--- config.mk ---
export PLATFORM = sky130hd
export DESIGN_NAME = bcd_tick_counter
export DESIGN_NICKNAME = d
export VERILOG_FILES = /design/src/rtl/bcd_tick_counter.sv
export SDC_FILE = /design/constraint.sdc
export NUM_CORES = 1
export LEC_CHECK = 0
export ABC_AREA = 1
export CORE_ASPECT_RATIO = 1.5
export CORE_MARGIN = 3
export CORE_UTILIZATION = 26
export DETAILED_ROUTE_END_ITERATION = 6
export DONT_BUFFER_PORTS = 1
export GPL_TIMING_DRIVEN = 0
export PLACE_DENSITY = 0.42
export SLEW_MARGIN = 20
export SYNTH_ARGS = -nofsm -noshare
export SYNTH_HDL_FRONTEND = slang
export SYNTH_SLANG_ARGS = --single-unit
--- constraint.sdc ---
create_clock -name clk -period 1.3 [get_ports clk]
set_input_delay 0.195 -clock clk [delete_from_list [all_inputs] [get_ports clk]]
set_output_delay 0.195 -clock clk [all_outputs]
set_load 0.02 [all_outputs]
--- src/rtl/bcd_tick_counter.sv ---
// bcd_tick_counter: prescaled multi-digit BCD up/down counter with load.
// Define BCD_TICK_SEG_DECODE_EN to add the seg_o seven-segment output.
module bcd_tick_counter #(
  parameter int CLK_DIV = 50_000_000,
  parameter int DIGITS  = 2
) (
  input  logic                clk,
  input  logic                rst,
  input  logic                en,
  input  logic                up_dn,
  input  logic                load,
  input  logic [4*DIGITS-1:0] load_val,
  output logic [4*DIGITS-1:0] bcd_o,
  output logic                tick_o,
`ifdef BCD_TICK_SEG_DECODE_EN
  output logic [7*DIGITS-1:0] seg_o,
`endif
  output logic                carry_o
);

  localparam int DW = (CLK_DIV > 1) ? $clog2(CLK_DIV) : 1;
  localparam logic [DW-1:0] DMAX = DW'(CLK_DIV - 1);

  logic [DW-1:0]       r_div;
  logic [4*DIGITS-1:0] r_bcd;
  logic                r_tick;
  logic                r_carry;

  logic                w_step;
  logic [4*DIGITS-1:0] w_next;
  logic                w_wrap;
  logic [4*DIGITS-1:0] w_ld;

  assign w_step = en && (r_div == DMAX);

  // Next count: ripple a +1/-1 through the digits; a chain that
  // runs off the top digit is a wrap.
  always_comb begin : nxt
    logic       c;
    logic [3:0] d;
    w_next = r_bcd;
    c      = 1'b1;
    for (int i = 0; i < DIGITS; i++) begin
      d = r_bcd[4*i +: 4];
      if (c) begin
        if (up_dn) begin
          if (d >= 4'd9) begin
            w_next[4*i +: 4] = 4'd0;
          end else begin
            w_next[4*i +: 4] = d + 4'd1;
            c = 1'b0;
          end
        end else begin
          if (d == 4'd0) begin
            w_next[4*i +: 4] = 4'd9;
          end else begin
            w_next[4*i +: 4] = d - 4'd1;
            c = 1'b0;
          end
        end
      end
    end
    w_wrap = c;
  end

  // Load value with every non-BCD digit clamped to 9.
  always_comb begin
    w_ld = load_val;
    for (int i = 0; i < DIGITS; i++) begin
      if (load_val[4*i +: 4] > 4'd9) begin
        w_ld[4*i +: 4] = 4'd9;
      end
    end
  end

  // Prescaler, count and pulse registers; load beats a coincident step.
  always_ff @(posedge clk or posedge rst) begin
    if (rst) begin
      r_div   <= '0;
      r_bcd   <= '0;
      r_tick  <= 1'b0;
      r_carry <= 1'b0;
    end else if (load) begin
      r_div   <= '0;
      r_bcd   <= w_ld;
      r_tick  <= 1'b0;
      r_carry <= 1'b0;
    end else begin
      r_tick  <= 1'b0;
      r_carry <= 1'b0;
      if (w_step) begin
        r_div   <= '0;
        r_bcd   <= w_next;
        r_tick  <= 1'b1;
        r_carry <= w_wrap;
      end else if (en) begin
        r_div <= r_div + 1'b1;
      end
    end
  end

  assign bcd_o   = r_bcd;
  assign tick_o  = r_tick;
  assign carry_o = r_carry;

`ifdef BCD_TICK_SEG_DECODE_EN
  function automatic logic [6:0] seg7(input logic [3:0] d);
    logic [6:0] s;
    unique case (d)
      4'd0:    s = 7'b1000000;
      4'd1:    s = 7'b1111001;
      4'd2:    s = 7'b0100100;
      4'd3:    s = 7'b0110000;
      4'd4:    s = 7'b0011001;
      4'd5:    s = 7'b0010010;
      4'd6:    s = 7'b0000010;
      4'd7:    s = 7'b1111000;
      4'd8:    s = 7'b0000000;
      4'd9:    s = 7'b0010000;
      default: s = 7'b1111111;
    endcase
    return s;
  endfunction

  // Active-low segment patterns decoded straight from the count.
  always_comb begin
    seg_o = '0;
    for (int i = 0; i < DIGITS; i++) begin
      seg_o[7*i +: 7] = seg7(r_bcd[4*i +: 4]);
    end
  end
`endif

endmodule

==> implementation parameters <==
Parameter                              Value

Run status
  Run status ... complete, but fails checks
  Violations in the final reports ... setup timing

Critical path
  Setup crit end kind ... flip-flop
  Depth of the worst register-to-register path ... 8
  Critical path startpoint category ... flip-flop
  Arrival time of data at the critical path endpoint ... 1.75 ns
  Worst Path Class, Setup ... reg2reg
  Required arrival time at the worst endpoint ... 1.53 ns
  Worst reg2reg startpoint ... bcd_o[0]$_DFFE_PP0P_
  FF-to-FF setup slack ... -0.22 ns
  Reg2reg end ... bcd_o[6]$_DFFE_PP0P_
  Worst-path maximum fanout ... 7

Floorplanning
  Core area ... 0.00936 mm^2
  Chip width ... 86.4 um
  Die outline height ... 127 um
  Rows ... 43
  Top-level port count ... 23
  Starting density of the core ... 27.0%
  Die area ... 0.0109 mm^2

Timing
  Setup repair after global routing missed its margin ... true
  Worst Hold Slack ... 0.0872 ns
  Worst clock skew ... 0.00588 ns
  Period minus WS final ... 1.52 ns
  Slew margin rel. ... 63.5%
  Final-report setup violation count ... 35
  Final number of hold-violating endpoints ... 0
  Ratio of final minimum period to clock period ... 117%
  Count of final max-slew check failures ... 0
  Worst Tran Pin Value ... 0.547 ns
  Final worst slack ... -0.221 ns
  Achievable Freq ... 658 MHz

Logic synthesis
  Main synth FF type ... sky130_fd_sc_hd__dfrtp_1
  Share of Yosys cell area claimed by the top area cell type ... 35.7%
  Sequential fraction of the synthesis area ... 35.7%
  Number of warnings reported in the yosys synthesis log ... 0
  Area leader, netlist ... sky130_fd_sc_hd__dfrtp_1
  Post-synth cell types ... 32
  Syn Nets ... 388
  Leading post-synthesis cells by cell area ... sky130_fd_sc_hd__dfrtp_1, sky130_fd_sc_hd__nand2_1, sky130_fd_sc_hd__nand3_1
  EDFF count, synth ... 0
  Mean cell area of the mapped netlist ... 6.88 um^2
  Asr flop ratio synth ... 100%
  Netlist area before placement ... 0.00252 mm^2
  Gate count after technology mapping ... 367
  Post-synthesis sequential element count ... 36

Power and ir drop
  Sw Pwr ... 0.994 mW
  Highest ir drop seen on vdd ... 554 uV
  Total power of the final layout ... 3.20 mW
  Sequential share of power ... 40.3%
  Static Leak ... 1.59 nW
  Power density normalized to cell area ... 909 mW/mm^2
  Fraction of power consumed by the clock network ... 38.8%
  Switching power share of the total ... 31.1%
  Int Power ... 2.20 mW
  Share of total power in combinational logic ... 20.9%

Min path
  Path category of the worst min-delay check ... in2reg
  Launch instance of the worst min-delay path ... load
  Hold EP ... r_div[22]$_DFFE_PP0P_
  Cell count of the worst hold path ... 3

Detailed routing
  Final Routed Wirelength ... 7200 um
  Post-detailed-route wirelength per cell ... 14.0 um
  Count of TritonRoute iterations in the first routing pass ... 4
  Initial detailed-routing violation count ... 130
  Post-detailed-route DRC marker count ... 0
  Routed via count divided by cell count ... 4.70
  Number of vias in the routed layout ... 2419
  Antenna-violating nets left ... 0

Finish
  Number of filler cells placed in the layout ... 996
  Fraction of the core area covered by cells at the end of the flow ... 37.6%
  Most frequent standard cell in the layout excluding fill and tap cells ... sky130_fd_sc_hd__nand2_1
  Ant diodes ... 0
  Nets ... 423
  Count of placed standard cells in the final layout, fillers left out ... 515
  Fraction of final layout cells with drive strength greater than 1 ... 34.7%
  Most frequent cells in the layout ... sky130_fd_sc_hd__nand2_1, sky130_fd_sc_hd__inv_1, sky130_fd_sc_hd__nand3_1
  Relative area change from synthesis to final layout ... 39.3%

CTS
  Library cell used as clock root buffer ... sky130_fd_sc_hd__clkbuf_16
  Clock input transition at the sequential cells of the worst setup and hold paths ... 0.06 ns
  CTS HTree Levels ... 2
  Sink count of the clock tree ... 36
  TritonCTS clock tree ... yes
  CTS Buffer Depth ... 2
  Clk Latency, worst-skew pair ... 0.29 ns
  Number of buffers inserted during clock tree synthesis ... 5

GRT
  Antenna violations before repair ... 0
  Leftover overflow at the end of global routing ... 0
  Maximum number of pins on one net before global-route repair ... 21
  Total global routing track utilization ... 13.9%
  Number of global-route vias before repair ... 2426
  Wire length of the first global-routing pass ... 12000 um

Run
  Max-capacitance violation count ... 0

Place
  Placed insts ... 480
  Final HPWL from detailed placement ... 5250 um
  Place WS ... -0.291 ns
  Buffers added on ports ... 0
  RD Place Congestion ... 0.849
-- area by class of cell --
| type | count | area (um^2) | area share (%) |
|---|---|---|---|
| Clock buffer | 8 | 146 | 4.16 |
| Timing Repair Buffer | 28 | 283 | 8.04 |
| Sequential cell | 36 | 908 | 25.8 |
| Buffer | 9 | 73.8 | 2.10 |
| Multi-Input combinational cell | 276 | 1790 | 50.8 |
| Tap cell | 112 | 140 | 3.99 |
| Inverter | 46 | 178 | 5.05 |
-- sequential cells by signal (all words and copies together), names as in the netlist --
| signal | cells |
|---|---|
| tick_o | 1 |
| carry_o | 1 |
| bcd_o | 8 |
| r_div | 26 |
-- metrics by stage --
step	TNS (ns)	cell area, um^2
2_1_floorplan	-1.24	2590
3_3_place_gp	-17.72	2740
3_5_place_dp	-8.08	2760
4_1_cts	-6.11	3330
5_1_grt	-9.25	3520
6_report	-6.03	3520
-- power by group through the flow --
stage	combinational [mW]	clock [mW]	sequential [mW]
finish	0.669	1.24	1.29
global route	0.749	1.34	1.30
CTS	0.639	1.30	1.29
detailed placement	0.521	0	1.31
global placement	0.513	0	1.31
floorplan	0.403	0	1.28
-- worst max-delay path, cell delays in order, from the launching register on --
cell                      delay, ns
sky130_fd_sc_hd__dfrtp_2       0.51
sky130_fd_sc_hd__inv_2         0.12
sky130_fd_sc_hd__ha_4          0.18
sky130_fd_sc_hd__nand4_1       0.15
sky130_fd_sc_hd__nand2_2       0.15
sky130_fd_sc_hd__nand3_4       0.11
sky130_fd_sc_hd__nand2_4       0.11
sky130_fd_sc_hd__nand3_2       0.08
sky130_fd_sc_hd__nand2_2       0.06
-- synth_stat cells (2+ instances only) --
master,number
sky130_fd_sc_hd__nor2_1,45
sky130_fd_sc_hd__nand2_4,2
sky130_fd_sc_hd__nor3_1,6
sky130_fd_sc_hd__nor2_4,3
sky130_fd_sc_hd__buf_4,3
sky130_fd_sc_hd__clkbuf_2,2
sky130_fd_sc_hd__nand2_1,103
sky130_fd_sc_hd__xor2_1,9
sky130_fd_sc_hd__dfrtp_1,36
sky130_fd_sc_hd__a21oi_1,10
sky130_fd_sc_hd__o21ai_0,7
sky130_fd_sc_hd__buf_2,2
sky130_fd_sc_hd__inv_1,45
sky130_fd_sc_hd__nand4_1,10
sky130_fd_sc_hd__nand3_1,45
sky130_fd_sc_hd__nor2_2,10
sky130_fd_sc_hd__nand2_2,6
sky130_fd_sc_hd__ha_1,8
sky130_fd_sc_hd__o211ai_1,2
-- worst max-delay path by stage --
stage | slack (ns) | end | cells past startpoint | from
6_report | -0.22 | bcd_o[6]$_DFFE_PP0P_ | 8 | bcd_o[0]$_DFFE_PP0P_
5_1_grt | -0.33 | bcd_o[6]$_DFFE_PP0P_ | 10 | r_div[0]$_DFFE_PP0P_
4_1_cts | -0.23 | bcd_o[6]$_DFFE_PP0P_ | 8 | bcd_o[0]$_DFFE_PP0P_
3_5_place_dp | -0.29 | r_div[10]$_DFFE_PP0P_ | 9 | r_div[0]$_DFFE_PP0P_
3_3_place_gp | -0.38 | bcd_o[5]$_DFFE_PP0P_ | 1 | rst
2_1_floorplan | -0.07 | r_div[22]$_DFFE_PP0P_ | 8 | r_div[1]$_DFFE_PP0P_
-- metal layers --
layer  wire length, um  track usage [%]  share of wire, %
met5                 0                0                 0
met4               150             5.05               2.1
met3               220             2.47               3.1
met2              4130             26.9                57
met1              2700             14.5                38
-- repair_timing --
item	CTS	global route
buffers inserted	21	5
endpoints found under the hold margin	16	0
gates cloned	2	0
pin swaps	14	29
setup endpoints to repair	34	36
hold buffers	1	0
gates resized for setup	59	44
-- cells by family after synthesis --
family                     share of synthesized area (%)
and+or+nand+nor                                     41.8
buffers and inverters                               9.12
DFF                                                 35.7
AOI/OAI and AO/OA                                   5.95
xor gates and xnor gates                            3.47
adders and majority gates                           3.97
(Power assumes the default switching activity.)
